==> config.mk <==
export PLATFORM = sky130hd
export DESIGN_NAME = cbc_stream_encipher
export DESIGN_NICKNAME = d
export VERILOG_FILES = /design/src/rtl/cbc_stream_encipher.sv
export SDC_FILE = /design/constraint.sdc
export NUM_CORES = 1
export LEC_CHECK = 0
export CORE_ASPECT_RATIO = 0.8
export CORE_MARGIN = 2
export CORE_UTILIZATION = 56
export DETAILED_ROUTE_END_ITERATION = 6
export MAX_ROUTING_LAYER = met4
export PLACE_DENSITY = 0.8
export SYNTH_ARGS = -nofsm -noshare
export SYNTH_HDL_FRONTEND = slang
export SYNTH_SLANG_ARGS = --single-unit
==> constraint.sdc <==
create_clock -name clk -period 8.45 [get_ports clk]
set_input_delay 0.845 -clock clk [delete_from_list [all_inputs] [get_ports clk]]
set_output_delay 0.845 -clock clk [all_outputs]
set_load 0.02 [all_outputs]
==> src/rtl/cbc_stream_encipher.sv <==
// cbc_stream_encipher
// Streaming CBC/ECB encryption engine built around a single combinational
// 16-bit PRESENT-style block cipher (present_encipher, 20-bit key, 6 rounds).
// One plaintext block is accepted per cycle. The ciphertext appears one cycle
// later in a single output register, which can hold under backpressure.
//
// Optional build macro: CBC_STREAM_MAC_EN
//   When it is defined, the mac_tag/mac_valid outputs are added. They carry the
//   final CBC ciphertext of each message as a CBC-MAC tag.
//
// state | meaning
// ------+------------------------------------------------------------------
// IDLE  | waiting for cfg_load; any pending output can still drain
// RUN   | message open; plaintext blocks are accepted while in_ready is high

module present_encipher (
    input  logic [15:0] plaintext,
    input  logic [19:0] key,
    output logic [15:0] ciphertext
);

    localparam int ROUNDS = 6;

    function automatic logic [3:0] sbox(input logic [3:0] x);
        logic [3:0] y;
        case (x)
            4'h0: y = 4'hC;
            4'h1: y = 4'h5;
            4'h2: y = 4'h6;
            4'h3: y = 4'hB;
            4'h4: y = 4'h9;
            4'h5: y = 4'h0;
            4'h6: y = 4'hA;
            4'h7: y = 4'hD;
            4'h8: y = 4'h3;
            4'h9: y = 4'hE;
            4'hA: y = 4'hF;
            4'hB: y = 4'h8;
            4'hC: y = 4'h4;
            4'hD: y = 4'h7;
            4'hE: y = 4'h1;
            default: y = 4'h2;
        endcase
        return y;
    endfunction

    logic [15:0] blk;
    logic [15:0] sub;
    logic [19:0] rkey;

    // Unrolled rounds: add round key, S-box layer, bit transpose, key update
    always_comb begin
        blk  = plaintext;
        rkey = key;
        sub  = '0;
        for (int r = 1; r <= ROUNDS; r++) begin
            blk = blk ^ rkey[19:4];
            for (int n = 0; n < 4; n++) begin
                sub[4*n +: 4] = sbox(blk[4*n +: 4]);
            end
            // Bit i moves to the transposed position of a 4x4 bit matrix.
            for (int i = 0; i < 16; i++) begin
                blk[4*(i%4) + (i/4)] = sub[i];
            end
            rkey         = {rkey[6:0], rkey[19:7]};
            rkey[19:16]  = sbox(rkey[19:16]);
            rkey[8:4]    = rkey[8:4] ^ 5'(r);
        end
        ciphertext = blk ^ rkey[19:4];
    end

endmodule

module cbc_stream_encipher #(
    parameter int BLOCK_W    = 16,
    parameter int KEY_W      = 20,
    parameter int MAX_BLOCKS = 8,
    parameter int CNT_W      = $clog2(MAX_BLOCKS) + 1
) (
    input  logic               clk,
    input  logic               rst,
    input  logic               cfg_load,
    input  logic [KEY_W-1:0]   cfg_key,
    input  logic [BLOCK_W-1:0] cfg_iv,
    input  logic               cfg_ecb,
    output logic               busy,
    input  logic               in_valid,
    output logic               in_ready,
    input  logic [BLOCK_W-1:0] in_data,
    input  logic               in_last,
    output logic               out_valid,
    input  logic               out_ready,
    output logic [BLOCK_W-1:0] out_data,
    output logic               out_last,
    output logic               err_len
`ifdef CBC_STREAM_MAC_EN
    ,
    output logic [BLOCK_W-1:0] mac_tag,
    output logic               mac_valid
`endif
);

    localparam logic [0:0] ST_IDLE = 1'b0;
    localparam logic [0:0] ST_RUN  = 1'b1;

    localparam logic [CNT_W-1:0] CNT_LAST = CNT_W'(MAX_BLOCKS - 1);

    logic [0:0]         state_r;
    logic [KEY_W-1:0]   key_r;
    logic               ecb_r;
    // The chain register is loaded with the IV at cfg_load, so it also acts
    // as the IV register until the first block of the message is accepted.
    logic [BLOCK_W-1:0] chain_r;
    logic [CNT_W-1:0]   cnt_r;

    logic               out_valid_r;
    logic [BLOCK_W-1:0] out_data_r;
    logic               out_last_r;
    logic               err_len_r;

    logic               accept;
    logic               msg_end;
    logic               forced_end;
    logic [BLOCK_W-1:0] core_in;
    logic [BLOCK_W-1:0] core_out;

    // Handshake and chaining datapath for the current input block
    always_comb begin
        in_ready   = (state_r == ST_RUN) && (!out_valid_r || out_ready);
        accept     = in_valid && in_ready;
        forced_end = (cnt_r == CNT_LAST) && !in_last;
        msg_end    = in_last || (cnt_r == CNT_LAST);
        core_in    = ecb_r ? in_data : (in_data ^ chain_r);
    end

    present_encipher u_core (
        .plaintext  (core_in),
        .key        (key_r),
        .ciphertext (core_out)
    );

    // Message control: configuration latch, chain value, block count, state
    always_ff @(posedge clk) begin
        if (rst) begin
            state_r <= ST_IDLE;
            key_r   <= '0;
            ecb_r   <= 1'b0;
            chain_r <= '0;
            cnt_r   <= '0;
        end else begin
            case (state_r)
                ST_IDLE: begin
                    if (cfg_load) begin
                        key_r   <= cfg_key;
                        ecb_r   <= cfg_ecb;
                        chain_r <= cfg_iv;
                        cnt_r   <= '0;
                        state_r <= ST_RUN;
                    end
                end
                ST_RUN: begin
                    if (accept) begin
                        if (msg_end) begin
                            chain_r <= '0;
                            cnt_r   <= '0;
                            state_r <= ST_IDLE;
                        end else begin
                            chain_r <= core_out;
                            cnt_r   <= cnt_r + CNT_W'(1);
                        end
                    end
                end
                default: state_r <= ST_IDLE;
            endcase
        end
    end

    // Single-entry output register: loads on accept, retires on out_ready
    always_ff @(posedge clk) begin
        if (rst) begin
            out_valid_r <= 1'b0;
            out_data_r  <= '0;
            out_last_r  <= 1'b0;
            err_len_r   <= 1'b0;
        end else begin
            err_len_r <= 1'b0;
            if (accept) begin
                out_valid_r <= 1'b1;
                out_data_r  <= core_out;
                out_last_r  <= msg_end;
                err_len_r   <= forced_end;
            end else if (out_ready) begin
                out_valid_r <= 1'b0;
                out_last_r  <= 1'b0;
            end
        end
    end

    assign busy      = (state_r == ST_RUN);
    assign out_valid = out_valid_r;
    assign out_data  = out_data_r;
    assign out_last  = out_last_r;
    assign err_len   = err_len_r;

`ifdef CBC_STREAM_MAC_EN
    logic [BLOCK_W-1:0] mac_tag_r;
    logic               mac_valid_r;

    // Capture the last CBC ciphertext of each message as its tag
    always_ff @(posedge clk) begin
        if (rst) begin
            mac_tag_r   <= '0;
            mac_valid_r <= 1'b0;
        end else begin
            mac_valid_r <= 1'b0;
            if (accept && msg_end && !ecb_r) begin
                mac_tag_r   <= core_out;
                mac_valid_r <= 1'b1;
            end
        end
    end

    assign mac_tag   = mac_tag_r;
    assign mac_valid = mac_valid_r;
`endif

endmodule

==> impl_metrics.csv <==
group,metric,value,unit
worst_hold_path,whs_path_depth,2,
finish,nets,1873,
logic_synthesis,synth_cell_type_count,111,
grt,grt_max_degree,65,
drt,drc,0,
logic_synthesis,synth_common_cells,"ha_1, nand2_1, inv_1",
grt,globalRoute.totalOverflow,0,
logic_synthesis,syn_area_per_cell,8.11,um^2
worst_setup_path,slowest_delay,460,ps
worst_setup_path,cp-end-kind,"register",
finish,final_cells,1944,
cts,ctsHoldBuffers,0,
cts,insertion_delay,340,ps
place,dp_hpwl,28900,um
floorplanning,ios,80,
finish,area_delta_synth_final,33.1,%
logic_synthesis,ys.warnings.count,0,
sta,final.min_clock_period,8370,ps
worst_setup_path,cp-start-kind,"input pin",
cts,path_clk_slew,60,ps
logic_synthesis,netlist_top_cells_area,"ha_1, dfxtp_1, xnor2_1",
sta,max_freq,119,MHz
place,port_buffers,79,
grt,grt_pass1_vias,11500,
sta,finalCritPeriodShare,0.991,
worst_setup_path,critPathSlowestCell,"xnor2_1",
logic_synthesis,synth_edf_count,0,
logic_synthesis,synth_area,11300,um^2
floorplanning,die_x,163,um
logic_synthesis,async_flop_share,0,
grt,antenna_found_initial,1,
floorplanning,row_count,46,
floorplanning,start_util,0.570,
worst_setup_path,crit_buf_inv,9,
sta,slew_violations,0,
drt,first_pass_iters,6,
cts,cts_htree_levels,3,
finish,stdcell_area,15000,um^2
floorplanning,core_region_area,19800,um^2
outcome,outcome,"finished clean",
sta,worst-slew-pin-transition,942,ps
worst_setup_path,cp_common_cell,"buf_4",
cts,cts_sinks,65,
worst_setup_path,crit_family,"compound AO/OA/AOI/OAI gates",
worst_setup_path,cp.arrival,8570,ps
floorplanning,die_area,21300,um^2
cts,clockRootBuffer,"clkbuf_16",
finish,drive_gt1_frac,0.289,
logic_synthesis,synth_seq_cells,65,
worst_setup_path,cp.depth,36,
sta,setup_violations,0,
cts,cts_buffers,9,
cts,clk_path_buf_depth,2,
logic_synthesis,syn-instance-count,1391,
worst_hold_path,hold_class,"reg -> reg",
logic_synthesis,synthFlopType,"dfxtp_1",
drt,wl_per_cell,20.2,um
grt,grt_pass1_wl,57900,um
sta,finalHoldViolCount,0,
worst_setup_path,crit_fanout,7,
floorplanning,die_h,131,um
drt,ant_nets,0,
cts,tritoncts,"built",
run,maxCapViolCount,0,
drt,wirelength,39200,um
logic_synthesis,ys_seq_area_frac,0.115,
sta,skew,6.59,ps
worst_setup_path,crit_required,8650,ps
worst_setup_path,rr_worst_depth,34,
sta,relSlewSlack,0.372,
grt,grt_usage,0.351,
place,dpl_cell_area,13900,um^2
place,gp_congestion,1.02,
drt,num_vias,12400,
drt,drtIter0Drc,1306,
place,placed_cells,1909,
worst_setup_path,crit_type,"in -> reg",
logic_synthesis,synth_most_common_cell,"ha_1",
logic_synthesis,synth_top_area_frac,0.155,
drt,viasPerCell,6.36,
logic_synthesis,synth_top_cell_by_area,"ha_1",
logic_synthesis,synth_nets,1590,
-- final cells by class --
class                      count  area (um^2)
timing repair buffer         336         2730
clock inverter                 7         80.1
antenna                        1         2.50
sequential                    65         1300
fill                        1351         4770
clock buffer                   9          225
inverter                     110          413
tap                          264          330
multi-input combinational   1152         9940
-- metal layers --
| layer | up-vias | global-route usage | routed length [um] |
|---|---|---|---|
| met5 | - | - | 0 |
| met4 | 0 | 0.145 | 1990 |
| met3 | 172 | 0.0676 | 3990 |
| met2 | 712 | 0.557 | 17700 |
| met1 | 5834 | 0.441 | 15500 |
| li1 | 5645 | - | - |
-- metrics by stage --
stage          hold WS, ps  utilization  worst slack, ps  TNS, ps
3_3_place_gp           438        0.704             8.71        0
6_report               457        0.759             77.2        0
2_1_floorplan          432            -              402        0
5_1_grt                489        0.759             -187    -2040
3_5_place_dp           450        0.704             -226    -3440
4_1_cts                459        0.719             12.9        0
-- sequential cells by signal, indices dropped and copies added, names as in the netlist, named ones only --
signal / flops
cnt_r: 4
out_last: 1
u_core.rkey: 1
err_len: 1
busy: 1
chain_r: 16
ecb_r: 1
key_r: 20
out_valid: 1
out_data: 16
-- placed cells by master (no fill, tap or decap), types with 13 or more instances in the layout --
cell type	synthesis	final
nand3_1	33	32
nand2_1	114	110
nor2_1	90	89
a211oi_2	6	15
o21ai_0	47	44
a21oi_1	81	77
and2_1	14	14
nand2b_1	15	15
ha_1	140	129
nor2b_1	19	18
xnor2_1	68	46
clkdlybuf4s50_1	0	78
dfxtp_1	65	65
a211oi_1	36	26
a211o_1	14	14
inv_2	9	13
mux2i_1	56	48
xor2_1	23	21
inv_1	98	94
mux4_2	16	16
a31oi_1	15	15
a21o_1	17	16
o211ai_1	17	17
nor3_1	39	36
xnor2_2	13	32
nor4_1	16	13
or3_1	15	13
buf_4	3	255
-- worst min-delay path: cells and delay by family (launching register included) --
kind               cells  cell delay, ps
DFF                    1             310
and+or+nand+nor        1              50
AOI/OAI and AO/OA      1              50
-- cell families after synthesis --
group	share of synthesized area
buffers and inverters	0.0607
muxes	0.0916
xor gates and xnor gates	0.121
AOI/OAI and AO/OA	0.263
adders and majority gates	0.155
and+or+nand+nor	0.192
DFF	0.115
-- timing repair --
| action | 4_1_cts | 5_1_grt |
|---|---|---|
| resized for setup | 0 | 115 |
| endpoints found under the setup margin | 0 | 32 |
| setup buffers | 0 | 18 |
-- worst paths after layout --
| path | startpoint | to | slack (ps) |
|---|---|---|---|
| setup reg to reg | ecb_r$_SDFFE_PP0P_ | chain_r[10]$_SDFFE_PP0P_ | 180 |
| hold reg to reg | cnt_r[3]$_SDFFE_PP0P_ | cnt_r[3]$_SDFFE_PP0P_ | 460 |
| setup / recovery | in_data[0] | chain_r[10]$_SDFFE_PP0P_ | 80 |
| hold / removal | cnt_r[3]$_SDFFE_PP0P_ | cnt_r[3]$_SDFFE_PP0P_ | 460 |
Power is left out: the tool's default activity adds up to more than one toggle a clock period on the data nets, which glitch-free logic cannot reach.
